### src/rtl/msj_encoder_pkg.sv
// Shared types and helpers for the msj joint encoder front end.
// Optional index/homing support is enabled with MSJ_ENCODER_INDEX_EN.
package msj_encoder_pkg;

  localparam int unsigned POS_W = 32;
  localparam int unsigned ERR_W = 16;

  typedef logic [1:0] quad_state_t;

  typedef enum logic [1:0] {
    STEP_NONE,
    STEP_UP,
    STEP_DOWN,
    STEP_ILLEGAL
  } step_t;

  function automatic step_t decode_step(input quad_state_t prev, input quad_state_t cur);
    logic [1:0] delta;
    step_t      result;
    // Gray order 00,01,11,10 maps to 0..3; the modulo-4 difference is the step.
    delta = {cur[1], cur[1] ^ cur[0]} - {prev[1], prev[1] ^ prev[0]};
    case (delta)
      2'd0:    result = STEP_NONE;
      2'd1:    result = STEP_UP;
      2'd3:    result = STEP_DOWN;
      default: result = STEP_ILLEGAL;
    endcase
    return result;
  endfunction

endpackage

### src/rtl/msj_quad_filter.sv
// Two-flop synchroniser plus stability filter for the A/B encoder pair.
// A new AB value reaches ab_q only after FILTER_LEN stable cycles (0 = bypass).
module msj_quad_filter
  import msj_encoder_pkg::*;
#(
  parameter int unsigned FILTER_LEN = 4
) (
  input  logic        clock,
  input  logic        reset_n,
  input  logic        enc_a,
  input  logic        enc_b,
  output quad_state_t ab_q
);

  quad_state_t sync1;
  quad_state_t sync2;

  always_ff @(posedge clock or negedge reset_n) begin
    if (!reset_n) begin
      sync1 <= '0;
      sync2 <= '0;
    end else begin
      sync1 <= {enc_a, enc_b};
      sync2 <= sync1;
    end
  end

  if (FILTER_LEN == 0) begin : g_bypass
    assign ab_q = sync2;
  end else begin : g_filter
    localparam int unsigned CNT_W = $clog2(FILTER_LEN + 1);

    quad_state_t      cand;
    quad_state_t      ab_r;
    logic [CNT_W-1:0] run_len;
    logic [CNT_W-1:0] run_next;

    // run_next counts consecutive cycles the synchronised value has been unchanged.
    always_comb begin
      run_next = run_len;
      if (sync2 != cand) begin
        run_next = CNT_W'(1);
      end else if (run_len < CNT_W'(FILTER_LEN)) begin
        run_next = run_len + 1'b1;
      end
    end

    always_ff @(posedge clock or negedge reset_n) begin
      if (!reset_n) begin
        cand    <= '0;
        run_len <= '0;
        ab_r    <= '0;
      end else begin
        cand    <= sync2;
        run_len <= run_next;
        if (run_next == CNT_W'(FILTER_LEN)) begin
          ab_r <= sync2;
        end
      end
    end

    assign ab_q = ab_r;
  end

endmodule

### src/rtl/msj_encoder_frontend.sv
// Quadrature encoder front end: 4x decode, position count, per-period velocity
// and controller update strobe. Define MSJ_ENCODER_INDEX_EN for index homing.
module msj_encoder_frontend
  import msj_encoder_pkg::*;
#(
  parameter int unsigned PERIOD_CYCLES = 50000,
  parameter int unsigned FILTER_LEN    = 4,
  parameter int unsigned PULSE_CYCLES  = 2
) (
  input  logic                    clock,
  input  logic                    reset_n,
  input  logic                    enc_a,
  input  logic                    enc_b,
  input  logic                    enable,
  input  logic                    invert,
  input  logic                    zero_position,
  output logic signed [POS_W-1:0] position,
  output logic signed [POS_W-1:0] velocity,
  output logic                    update_controller,
  output logic [ERR_W-1:0]        illegal_count,
  output logic                    illegal_seen
`ifdef MSJ_ENCODER_INDEX_EN
  ,
  input  logic                    enc_z,
  input  logic                    index_arm,
  output logic                    index_seen
`endif
);

  localparam int unsigned TMR_W = $clog2(PERIOD_CYCLES);
  localparam int unsigned PLS_W = $clog2(PULSE_CYCLES + 1);
  localparam logic signed [POS_W-1:0] ONE = 1;

  typedef enum logic {
    STB_IDLE,
    STB_PULSE
  } stb_state_t;

  quad_state_t             ab_q;
  quad_state_t             ab_prev;
  step_t                   step;
  logic                    home;
  logic                    clear_pos;
  logic                    terminal;
  logic signed [POS_W-1:0] pos_count;
  logic signed [POS_W-1:0] pos_next;
  logic signed [POS_W-1:0] last_sample;
  logic signed [POS_W-1:0] last_next;
  logic [ERR_W-1:0]        illegal_next;
  logic [TMR_W-1:0]        timer;
  logic [TMR_W-1:0]        timer_next;
  stb_state_t              stb_state;
  stb_state_t              stb_next;
  logic [PLS_W-1:0]        pulse_cnt;
  logic [PLS_W-1:0]        pulse_next;

  msj_quad_filter #(
    .FILTER_LEN(FILTER_LEN)
  ) u_filter (
    .clock  (clock),
    .reset_n(reset_n),
    .enc_a  (enc_a),
    .enc_b  (enc_b),
    .ab_q   (ab_q)
  );

`ifdef MSJ_ENCODER_INDEX_EN
  logic [1:0] z_sync;
  logic       z_d;

  always_ff @(posedge clock or negedge reset_n) begin
    if (!reset_n) begin
      z_sync     <= '0;
      z_d        <= 1'b0;
      index_seen <= 1'b0;
    end else begin
      z_sync <= {z_sync[0], enc_z};
      z_d    <= z_sync[1];
      if (!index_arm) begin
        index_seen <= 1'b0;
      end else if (home) begin
        index_seen <= 1'b1;
      end
    end
  end

  assign home = z_sync[1] & ~z_d & index_arm;
`else
  assign home = 1'b0;
`endif

  assign step      = decode_step(ab_prev, ab_q);
  assign clear_pos = zero_position | home;
  assign terminal  = enable && (timer == TMR_W'(PERIOD_CYCLES - 1));

  // A clear takes priority over any step decoded in the same cycle.
  always_comb begin
    pos_next     = pos_count;
    illegal_next = illegal_count;
    if (clear_pos) begin
      pos_next = '0;
    end else if (step == STEP_UP) begin
      pos_next = invert ? pos_count - ONE : pos_count + ONE;
    end else if (step == STEP_DOWN) begin
      pos_next = invert ? pos_count + ONE : pos_count - ONE;
    end
    if (step == STEP_ILLEGAL && illegal_count != '1) begin
      illegal_next = illegal_count + 1'b1;
    end
  end

  always_comb begin
    last_next = last_sample;
    if (clear_pos) begin
      last_next = '0;
    end else if (terminal) begin
      last_next = pos_count;
    end
    timer_next = timer + 1'b1;
    if (!enable || terminal) begin
      timer_next = '0;
    end
  end

  always_ff @(posedge clock or negedge reset_n) begin
    if (!reset_n) begin
      ab_prev       <= '0;
      pos_count     <= '0;
      last_sample   <= '0;
      timer         <= '0;
      position      <= '0;
      velocity      <= '0;
      illegal_count <= '0;
      illegal_seen  <= 1'b0;
      pulse_cnt     <= '0;
    end else begin
      ab_prev       <= ab_q;
      pos_count     <= pos_next;
      last_sample   <= last_next;
      timer         <= timer_next;
      illegal_count <= illegal_next;
      pulse_cnt     <= pulse_next;
      if (step == STEP_ILLEGAL) begin
        illegal_seen <= 1'b1;
      end
      if (terminal) begin
        position <= pos_count;
        velocity <= pos_count - last_sample;
      end
    end
  end

  always_ff @(posedge clock or negedge reset_n) begin
    if (!reset_n) begin
      stb_state <= STB_IDLE;
    end else begin
      stb_state <= stb_next;
    end
  end

  always_comb begin
    stb_next          = stb_state;
    pulse_next        = pulse_cnt;
    update_controller = 1'b0;
    case (stb_state)
      STB_IDLE: begin
        if (terminal) begin
          stb_next   = STB_PULSE;
          pulse_next = PLS_W'(PULSE_CYCLES - 1);
        end
      end
      STB_PULSE: begin
        update_controller = enable;
        if (pulse_cnt == '0) begin
          stb_next = STB_IDLE;
        end else begin
          pulse_next = pulse_cnt - 1'b1;
        end
      end
      default: stb_next = STB_IDLE;
    endcase
    if (!enable) begin
      stb_next = STB_IDLE;
    end
  end

endmodule

### config.mk
export PLATFORM = sky130hd
export DESIGN_NAME = msj_encoder_frontend
export DESIGN_NICKNAME = d
export VERILOG_FILES = /design/src/rtl/msj_encoder_pkg.sv /design/src/rtl/msj_quad_filter.sv /design/src/rtl/msj_encoder_frontend.sv
export SDC_FILE = /design/constraint.sdc
export NUM_CORES = 1
export LEC_CHECK = 0
export BUFFER_PORTS_ARGS = -buffer_cell sky130_fd_sc_hd__buf_4
export CAP_MARGIN = 20
export CORE_UTILIZATION = 56
export CTS_CLUSTER_DIAMETER = 150
export DETAILED_ROUTE_END_ITERATION = 10
export PLACE_DENSITY = 0.85
export SLEW_MARGIN = 20
export SYNTH_ARGS = -nofsm -noshare
export SYNTH_HDL_FRONTEND = slang
export SYNTH_SLANG_ARGS = --single-unit
export TNS_END_PERCENT = 30
### constraint.sdc
create_clock -name clock -period 6.6 [get_ports clock]
set_input_delay 0 -clock clock [delete_from_list [all_inputs] [get_ports clock]]
set_output_delay 0 -clock clock [all_outputs]
set_load 0.01 [all_outputs]
==> run summary, run 1 <==
The remaining global-route overflow came out at 0. The worst slew margin relative to its limit is 34.08%. In the synthesized netlist, the cells that appear most often are sky130_fd_sc_hd__nand2_1, sky130_fd_sc_hd__dfrtp_1, sky130_fd_sc_hd__a21oi_1. The synthesized netlist cell count came out at 1067. The number of distinct library cell variants in the gate-level netlist after synthesis is 66. Fill cells in the final layout number 1324.

The completed layout was analyzed and its total power is 4.722 mW. The power density of the placed cells came out at 432.0 nW/um2. The average detailed-routed wire length per instance came out at 16.06 um. The site row count is 47.

The clock passes through at most 2 buffers. The post-synthesis net count is 1113. Per report_power, the clock group accounts for 20.4% of the total. For this run, the leading register cell type out of synthesis is sky130_fd_sc_hd__dfrtp_1.

The number of synthesized register bits came out at 177. For this design the top-level I/O count stands at 89. The global-route wire length before repair is 36910 um.

The net count reported at finish is 1188. The total count of hold-check failures in the final report came out at 0. The kind of critical path is reg2reg. The number of antenna diodes in the final layout is 0. The number of optimization iterations in the first detailed-route pass is 6. During synthesis, Yosys emitted a total of 0 warnings. The net switching share of the total power is 42.78%. The fmax is 295.3 MHz. The cell that appears most often on the critical path is sky130_fd_sc_hd__or3_1.

Setup violations remaining at the end of the flow were counted as 0. The highest-delay cell along the critical path is sky130_fd_sc_hd__ha_1. The cell family contributing the most delay on the critical path is simple AND/OR/NAND/NOR gates. Sequential cells burn 28.5% of the power.

The layout-stage area growth over the synthesis result came out at 14.96%. The critical path goes through xnor2_1 -> ha_1 -> or3_1 -> nand4_1 -> or3_1 -> o31ai_2 -> a21bo_2 -> a21oi_1. The number of buffers and inverters on the critical path came out at 0. The via count of the first global-routing pass is 7622. The area of the core region came out at 16580 um2. The worst setup path is launched from a flip-flop. The final worst clock skew is 10.71 ps. The register cell area after layout came out at 4429 um2. The number of antenna violations at the first check in global routing is 0.

The number of buffers created by CTS came out at 17. The H-tree level count is 4. The routed layout has 7956 vias. The required arrival time at the worst endpoint came out at 6890 ps. The delay contributed by the slowest stage of the critical path came out at 940 ps. The number of port buffers is 88. The path class of the tightest hold or removal check is in2reg. The mean post-synth cell area is 8.911 um2.

The pin slew with the least headroom to its limit came out at 988.8 ps. The height of the chip came out at 132.3 um. Dividing the detail-routed via count by the number of cells gives 5.786. The worst supply voltage drop on vdd came out at 0.2849 mV. The tree is rooted in a sky130_fd_sc_hd__clkbuf_16. The number of max-slew violations in the final report came out at 0. Yosys attributes the largest share of cell area to sky130_fd_sc_hd__dfrtp_1, sky130_fd_sc_hd__nand2_1, sky130_fd_sc_hd__ha_1. The fraction of layout cells with a size suffix above 1 came out at 11.60%. The count of flip-flops with a built-in enable after synthesis came out at 0. The biggest area contributor in the post-synthesis netlist is sky130_fd_sc_hd__dfrtp_1. The leakage power summed over all cells came out at 5.168 nW. The share of the synthesized area in the top cell type came out at 46.59%. After synthesis the cells add up to 9508 um2.

The total routed wirelength is 22080 um. The area of the multi-input gates came out at 4758 um2. In this run the worst path has a maximum fanout of 31. The starting utilization of the core area came out at 57.33%. The share of the yosys chip area belonging to registers is 46.59%.

The overall die width is 132.3 um. The clock drives 177 sinks. The DRC violations left is 0.

In this run the remaining antenna-violating nets after routing total 0. STA classifies the critical path endpoint as a flip-flop. The share of flip-flops with an asynchronous set or reset came out at 100.0%. Cell internal power was estimated by the tool at 2.702 mW.

The clock slew at the register clock pins of the worst setup and hold paths came out at 70 ps. The max-capacitance violation count came out at 0. The half-perimeter wire length after placement is 15430 um. The portion of the clock cycle consumed by the worst path in the final layout is 51.31%.

The flow ran to the end, and the final reports show no timing, DRC or antenna violations. The area of the die is 17500 um2. The DRC violation total after the first TritonRoute iteration is 765. The overall global routing resource usage came out at 26.60%. By instance count, the leading cell after synthesis is sky130_fd_sc_hd__nand2_1. The worst endpoint data arrival time is 3670 ps.

The clock period minus final worst setup slack came out at 3387 ps. Setup repair after global routing left no endpoint under its margin. The fraction of power consumed by combinational cells came out at 51.1%.

Entering global routing, the biggest net connects 120 pins. The CTS tree is done. For the final routed database, the setup TNS stands at 0 ps. The latest clock arrival within the worst-skew pair is 440 ps. The placer congestion estimate came out at 0.9418. Summed over all nets, the switching power comes to 2.020 mW. The reg-to-reg setup timing slack came out at 3210 ps.
## power groups by stage
stage	combinational (mW)	sequential [mW]	clock, mW
final	2.41	1.35	0.961
after global routing	2.67	1.36	1.03
after CTS	2.38	1.34	0.970
after detailed placement	2.36	1.36	0
after global placement	2.31	1.36	0
after floorplan	1.91	1.30	0
## layout by cell type, fill, tap and decap left out, types with 4 or more instances in the layout
cell type / count
sky130_fd_sc_hd__and2_1: 10
sky130_fd_sc_hd__o21ai_0: 48
sky130_fd_sc_hd__a21oi_1: 88
sky130_fd_sc_hd__nor2_1: 85
sky130_fd_sc_hd__clkinv_4: 4
sky130_fd_sc_hd__dfrtp_1: 177
sky130_fd_sc_hd__nand2b_1: 11
sky130_fd_sc_hd__inv_1: 46
sky130_fd_sc_hd__or4_1: 7
sky130_fd_sc_hd__ha_1: 38
sky130_fd_sc_hd__a211oi_1: 6
sky130_fd_sc_hd__o31ai_1: 4
sky130_fd_sc_hd__nand4_1: 25
sky130_fd_sc_hd__nand2_1: 217
sky130_fd_sc_hd__nor2b_1: 4
sky130_fd_sc_hd__dlygate4sd3_1: 4
sky130_fd_sc_hd__xnor2_1: 54
sky130_fd_sc_hd__nand3_1: 34
sky130_fd_sc_hd__a21o_1: 8
sky130_fd_sc_hd__xor2_1: 30
sky130_fd_sc_hd__nor4_1: 11
sky130_fd_sc_hd__or3_1: 14
sky130_fd_sc_hd__o211ai_1: 4
sky130_fd_sc_hd__o21a_1: 10
sky130_fd_sc_hd__nor3_1: 16
sky130_fd_sc_hd__buf_4: 91
sky130_fd_sc_hd__and3_1: 16
sky130_fd_sc_hd__clkbuf_16: 17
## layout make-up
cell class | count | area share, %
clock buffers | 21 | 4.121
clock inverters | 11 | 0.9844
inverters | 46 | 1.580
multi-input cells | 804 | 43.53
flip-flops and latches | 177 | 40.52
well taps | 220 | 2.518
repair buffers | 96 | 6.742
## per-stage QoR
step                      setup WS [ps]  std cells  utilization (%)  hold WS (ps)  instance area [um2]
after floorplan                    3962       1067                -        -295.6                 9508
after global placement             3362       1338            62.25         111.2                10320
after detailed placement           3269       1338            62.25         111.3                10320
after CTS                          3259       1374            65.85         82.67                10920
after global routing               2972       1375            65.91         118.9                10930
final                              3213       1375            65.91         78.26                10930
## worst register-to-register path: stages, from the launching register on
cell	delay, ps
sky130_fd_sc_hd__dfrtp_1	420
sky130_fd_sc_hd__xnor2_1	150
sky130_fd_sc_hd__ha_1	940
sky130_fd_sc_hd__or3_1	400
sky130_fd_sc_hd__nand4_1	330
sky130_fd_sc_hd__or3_1	480
sky130_fd_sc_hd__o31ai_2	290
sky130_fd_sc_hd__a21bo_2	180
sky130_fd_sc_hd__a21oi_1	50
## cell families (layout without fill, tap and decap cells)
| group | Yosys count | in the layout | share of synthesized area [%] |
|---|---|---|---|
| adders and majority gates | 39 | 39 | 5.211 |
| DFF | 177 | 177 | 46.59 |
| muxes | 6 | 6 | 0.6711 |
| buffers and inverters | 86 | 174 | 3.448 |
| xor gates and xnor gates | 85 | 85 | 7.988 |
| and+or+nand+nor | 463 | 463 | 22.21 |
| AOI/OAI and AO/OA | 211 | 211 | 13.88 |
## layer usage
metal | part of all wire [%] | track usage [%]
met1 | 44 | 36.66
met2 | 47 | 41.53
met3 | 6.6 | 5.575
met4 | 2.2 | 9.962
met5 | 0 | 0
## worst paths after layout
kind | start | endpoint | cells past startpoint
max in group asynchronous | reset_n | timer[0]$_DFF_PN0_ | 3
max reg2reg | u_filter.ab_q[1]$_DFFE_PN0N_ | pos_count[14]$_DFFE_PN0P_ | 8
min | zero_position | pos_count[4]$_DFFE_PN0P_ | 2
max | u_filter.ab_q[1]$_DFFE_PN0N_ | pos_count[14]$_DFFE_PN0P_ | 8
min reg2reg | u_filter.sync1[1]$_DFF_PN0_ | u_filter.sync2[1]$_DFF_PN0_ | 0
min in group asynchronous | reset_n | velocity[4]$_DFFE_PN0P_ | 2
## state kept, by name (all words and copies together) (netlist names)
register / cells
stb_state: 1
u_filter.sync1: 2
u_filter.g_filter.run_len: 3
last_sample: 32
illegal_seen: 1
u_filter.sync2: 2
illegal_count: 16
velocity: 32
pulse_cnt: 2
ab_prev: 2
u_filter.ab_q: 2
position: 32
timer: 16
u_filter.g_filter.cand: 2
pos_count: 32
## what timing repair did
action,CTS,global route
endpoints found under the setup margin,0,0
endpoints found under the hold margin,122,0
hold buffers,4,0
resized for setup,0,0
setup buffers,0,0
(Power assumes the default switching activity.)
==> inputs of run 2 (changes only) <==
--- a/config.mk
+++ b/config.mk
@@ -5,12 +5,13 @@
 export SDC_FILE = /design/constraint.sdc
 export NUM_CORES = 1
 export LEC_CHECK = 0
+export ABC_AREA = 1
 export BUFFER_PORTS_ARGS = -buffer_cell sky130_fd_sc_hd__buf_4
 export CAP_MARGIN = 20
 export CORE_UTILIZATION = 56
 export CTS_CLUSTER_DIAMETER = 150
 export DETAILED_ROUTE_END_ITERATION = 10
-export PLACE_DENSITY = 0.85
+export PLACE_DENSITY = 0.84
 export SLEW_MARGIN = 20
 export SYNTH_ARGS = -nofsm -noshare
 export SYNTH_HDL_FRONTEND = slang
==> constraint.sdc (replaced) <==
create_clock -name clock -period 3.5 [get_ports clock]
set_input_delay 0 -clock clock [delete_from_list [all_inputs] [get_ports clock]]
set_output_delay 0 -clock clock [all_outputs]
set_load 0.01 [all_outputs]
==> run 2 against run 1 <==
Against the previous run:
- non-clock buffer count is 7 higher
- fmax rose by 38%
- first-iteration DRC count grew 51%
- register-to-register slack got worse by 2200 ps
- die area increased by 26%
- core utilization is 2.3 points lower
- power is 94% higher
- hold slack improved by 25 ps
- global-route usage is 4.7 points higher
- setup slack got worse by 2200 ps
- critical path depth grew 3
- clock power increased by 100%
- critical path type unchanged
- largest power group unchanged
- highest routed layer unchanged
==> run summary, run 2 <==
After synthesis, the most frequently instantiated cells are sky130_fd_sc_hd__nand2_1, sky130_fd_sc_hd__nand3_1, sky130_fd_sc_hd__inv_1. The total count of hold-check failures in the final report is 0 (unchanged). The main flop type after synthesis is sky130_fd_sc_hd__dfrtp_1. The total routed wirelength is 33350 um (+51%). The library cells used most frequently in the layout, excluding fill and tap cells, are sky130_fd_sc_hd__nand2_1, sky130_fd_sc_hd__nand3_1, sky130_fd_sc_hd__inv_1, sky130_fd_sc_hd__nor2_1, sky130_fd_sc_hd__dfrtp_1.

Leaving out fill and tap cells, the most frequent cell in the layout is sky130_fd_sc_hd__nand2_1. The global routing met2 resource utilization is 50.33% (+8.8 points). The post-route total power is 9.169 mW (+94%). The overall die width is 148.7 um (+12%). The area of the core region came out at 21090 um2 (+27%). The clock period minus final worst setup slack is 2446 ps (-940.8 ps).

The remaining global-route overflow came to 0 (unchanged). The pin slew with the least headroom to its limit came out at 908.2 ps (-80.53 ps). The H-tree level count is 4 (unchanged).

The area of the die came to 22100 um2 (+26%). The number of buffers created by CTS came out at 17 (unchanged). The pin count of the biggest net entering global routing came out at 100 (-17%). The simple-gate portion of the synthesized area is 36.19% (+14 points).

The global-route wire length before repair was 54490 um (+48%). The reg-to-reg setup timing slack is 1050 ps (-2160 ps). The portion of the clock cycle consumed by the worst path in the final layout is 69.88% (+19 points). The synthesized netlist cell count came out at 1738 (+63%). The setup total negative slack was 0 ps (unchanged). The met1 demand-to-capacity share in global routing is 42.04% (+5.4 points).

The latest clock arrival within the worst-skew pair was 450 ps (about the same). The share of flip-flops with an asynchronous set or reset came out at 100.0% (unchanged). The net count reported at finish is 1846 (+55%). The number of max-slew violations in the final report came out at 0 (unchanged).

The fmax is 408.9 MHz (+38%). The starting utilization of the core area is 57.12% (-0.21 points). The count of flip-flops with a built-in enable after synthesis is 0 (unchanged). The clock tree root buffer cell is sky130_fd_sc_hd__clkbuf_16.

The antenna diode instance count is 0 (unchanged). The power density of the placed cells came to 683.3 nW/um2 (+58%). The mean number of vias per cell is 5.685 (-1.7%). The number of optimization iterations in the first detailed-route pass came out at 6 (unchanged). The top-level I/O count is 89 (unchanged). The most frequent cell on the critical path is sky130_fd_sc_hd__nand3_1. By startpoint and endpoint, the worst setup path is classified as reg2reg. The number of antenna-violating nets in the routed design came to 0 (unchanged). The final instance area is 13420 um2 (+23%).

The cell area reported after detailed placement came out at 12760 um2 (+24%). The required arrival time at the worst endpoint came out at 3830 ps (-3060 ps). The maximum fanout along the worst path is 9 (-71%). The worst setup path is launched from a flip-flop. The multiplexer fraction of the synthesized cell area is 0.2805% (-0.39 points). The buffer depth of the longest clock path was 2 (unchanged). The number of sinks driven by the clock tree came out at 177 (unchanged). The share of the yosys chip area belonging to registers came out at 36.77% (-9.8 points).

The worst hold margin came to 103.7 ps (+25.48 ps). The count of buffers added by post-CTS timing repair for setup was 0 (unchanged). The average detailed-routed wire length per instance is 15.97 um (-0.51%). The share of the synthesized netlist area taken by xor and xnor gates came to 3.636% (-4.4 points).

The share of the synthesized area in the top cell type is 36.77% (-9.8 points). The number of port buffers is 88 (unchanged). In this run the worst hold path is classified as in2reg.

The height of the chip is 148.7 um (+12%). The DRC violation total after the first TritonRoute iteration is 1155 (+51%). The leakage power summed over all cells is 6.821 nW (+32%). The highest-delay cell along the critical path is sky130_fd_sc_hd__dfrtp_1. By area the synthesized netlist is led by sky130_fd_sc_hd__dfrtp_1, sky130_fd_sc_hd__nand2_1, sky130_fd_sc_hd__nand3_1. The max-capacitance violation count is 0 (unchanged). The overall global routing resource usage is 31.26% (+4.7 points).

The number of antenna violations at the first check in global routing is 0 (unchanged). The complex-gate fraction of the synthesized area is 9.484% (-4.4 points). After synthesis, the largest family of logic cells by area is simple AND/OR/NAND/NOR gates. The half-perimeter wire length after placement is 24620 um (+60%). The final worst clock skew came to 17.40 ps (+6.686 ps). The Yosys warning count came to 0 (unchanged).

The worst endpoint data arrival time was 2770 ps (-900 ps). Setup repair after global routing left no endpoint under its margin. The clock slew at the register clock pins of the worst setup and hold paths is 80 ps (about the same).

The placer congestion estimate came out at 0.9920 (+5.3%). The most used standard cell by instance count after synthesis is sky130_fd_sc_hd__nand2_1. The mean post-synth cell area is 6.931 um2 (-22%). The global-route layer with the greatest usage is met2.

Relative to the synthesized area, the layout overhead comes to 11.40%. The signal on the critical path passes through inv_1 -> ha_1 -> inv_1 -> nor2_1 -> nand3_1 -> nor2_1 -> nand3_1 -> o21ai_0 -> nand3_1 -> nand3_1 -> nand2_1. The netlist area before placement is 12050 um2 (+27%).

The run finished with clean final reports. The fraction of layout cells with a size suffix above 1 came out at 11.86% (+0.26 points). The count of final setup violators came out at 0 (unchanged).

The delay contributed by the slowest stage of the critical path is 480 ps (-460 ps). The post-synthesis net count came to 1784 (+60%). The DRC violations left is 0 (unchanged).

The area share of fa/ha/maj cells after synthesis came out at 4.113% (-1.1 points). TritonCTS built the clock tree. The via count of the first global-routing pass is 10970 (+44%).

The number of distinct library cell variants in the gate-level netlist after synthesis was 41 (-38%). The cell taking the most area after synthesis is sky130_fd_sc_hd__dfrtp_1. The worst slew margin relative to its limit came out at 39.45% (+5.4 points). The site row count is 53 (+13%).

The worst supply voltage drop on vdd is 0.4528 mV (+59%). The total via count after detailed routing came out at 11870 (+49%). The met3 track demand over resource in global routing was 4.325% (-1.2 points).

The number of synthesized register bits is 177 (unchanged). The critical path capture point type is a flip-flop.
run 2: cell types whose count changed after synthesis, moves of 15 or more:
| cell | before | now |
|---|---|---|
| sky130_fd_sc_hd__nand2_1 | 218 | 521 |
| sky130_fd_sc_hd__nand3_1 | 34 | 220 |
| sky130_fd_sc_hd__inv_1 | 46 | 190 |
| sky130_fd_sc_hd__nor2_1 | 85 | 182 |
| sky130_fd_sc_hd__a21oi_1 | 88 | 44 |
| sky130_fd_sc_hd__xnor2_1 | 54 | 17 |
| sky130_fd_sc_hd__o21ai_2 | 1 | 36 |
| sky130_fd_sc_hd__o21ai_0 | 48 | 76 |
| sky130_fd_sc_hd__o21ai_1 | 1 | 24 |
| sky130_fd_sc_hd__buf_2 | 4 | 23 |
| sky130_fd_sc_hd__buf_6 | 0 | 17 |
| sky130_fd_sc_hd__clkbuf_1 | 32 | 16 |
| sky130_fd_sc_hd__nor2_2 | 0 | 16 |
| sky130_fd_sc_hd__and3_1 | 16 | 1 |
run 2: final timing paths:
kind | startpoint | end | cells after the start
worst max-delay path | pos_count[0]$_DFFE_PN0P_ | pos_count[20]$_DFFE_PN0P_ | 11
worst min-delay path | invert | pos_count[10]$_DFFE_PN0P_ | 5
worst max register to register | pos_count[0]$_DFFE_PN0P_ | pos_count[20]$_DFFE_PN0P_ | 11
worst min register to register | u_filter.sync1[1]$_DFF_PN0_ | u_filter.sync2[1]$_DFF_PN0_ | 0
max in group asynchronous | reset_n | last_sample[21]$_DFFE_PN0P_ | 3
min in group asynchronous | reset_n | u_filter.sync1[0]$_DFF_PN0_ | 2
run 2: cell type report:
type | count | area, um2
Clock buffer | 17 | 425.4
Clock inverter | 15 | 182.7
Fill cell | 1895 | 7670
Inverter | 198 | 750.7
Multi-Input combinational cell | 1303 | 6484
Sequential cell | 177 | 4429
Tap cell | 275 | 344.1
Timing Repair Buffer | 103 | 802.0
run 2: critical path, delay by kind of cell (launching register included):
| kind | cells | cell delay (ps) |
|---|---|---|
| AOI/OAI and AO/OA | 1 | 200 |
| adders and majority gates | 1 | 340 |
| and+or+nand+nor | 7 | 980 |
| buffers and inverters | 2 | 330 |
| DFF | 1 | 480 |
run 2: per-stage QoR:
step / instances / utilization (%) / setup slack (ps)
global route: 2088 / 63.63 / 798.0
global placement: 2051 / 60.51 / 1184
floorplan: 1738 / - / 1453
finish: 2088 / 63.63 / 1054
detailed placement: 2051 / 60.51 / 1112
CTS: 2088 / 63.63 / 1046
run 2: what timing repair did:
action                                 CTS  global route
endpoints found under the hold margin  101             0
resized for setup                        0             0
hold buffers                             5             0
run 2: kinds of logic after synthesis:
family | count (synthesis)
XOR/XNOR | 50
AO/OA/AOI/OAI | 195
flip-flops | 177
AND/OR/NAND/NOR | 1016
buffers and inverters | 258
multiplexers | 3
adder cells (fa/ha/maj) | 39
run 2: power by group:
group	switching [mW]	leakage [nW]	internal (mW)
Sequential	0.282	2.42	2.19
Combinational	3.29	4.11	1.47
Clock	0.976	0.291	0.969
Total	4.54	6.82	4.62
run 2: per-layer routing:
metal | wire (um) | share of wire [%] | vias to the layer above
li1 | - | - | 5710
met1 | 14570 | 44 | 5555
met2 | 15270 | 46 | 524
met3 | 2413 | 7.2 | 82
met4 | 1097 | 3.3 | 0
met5 | 0 | 0 | -
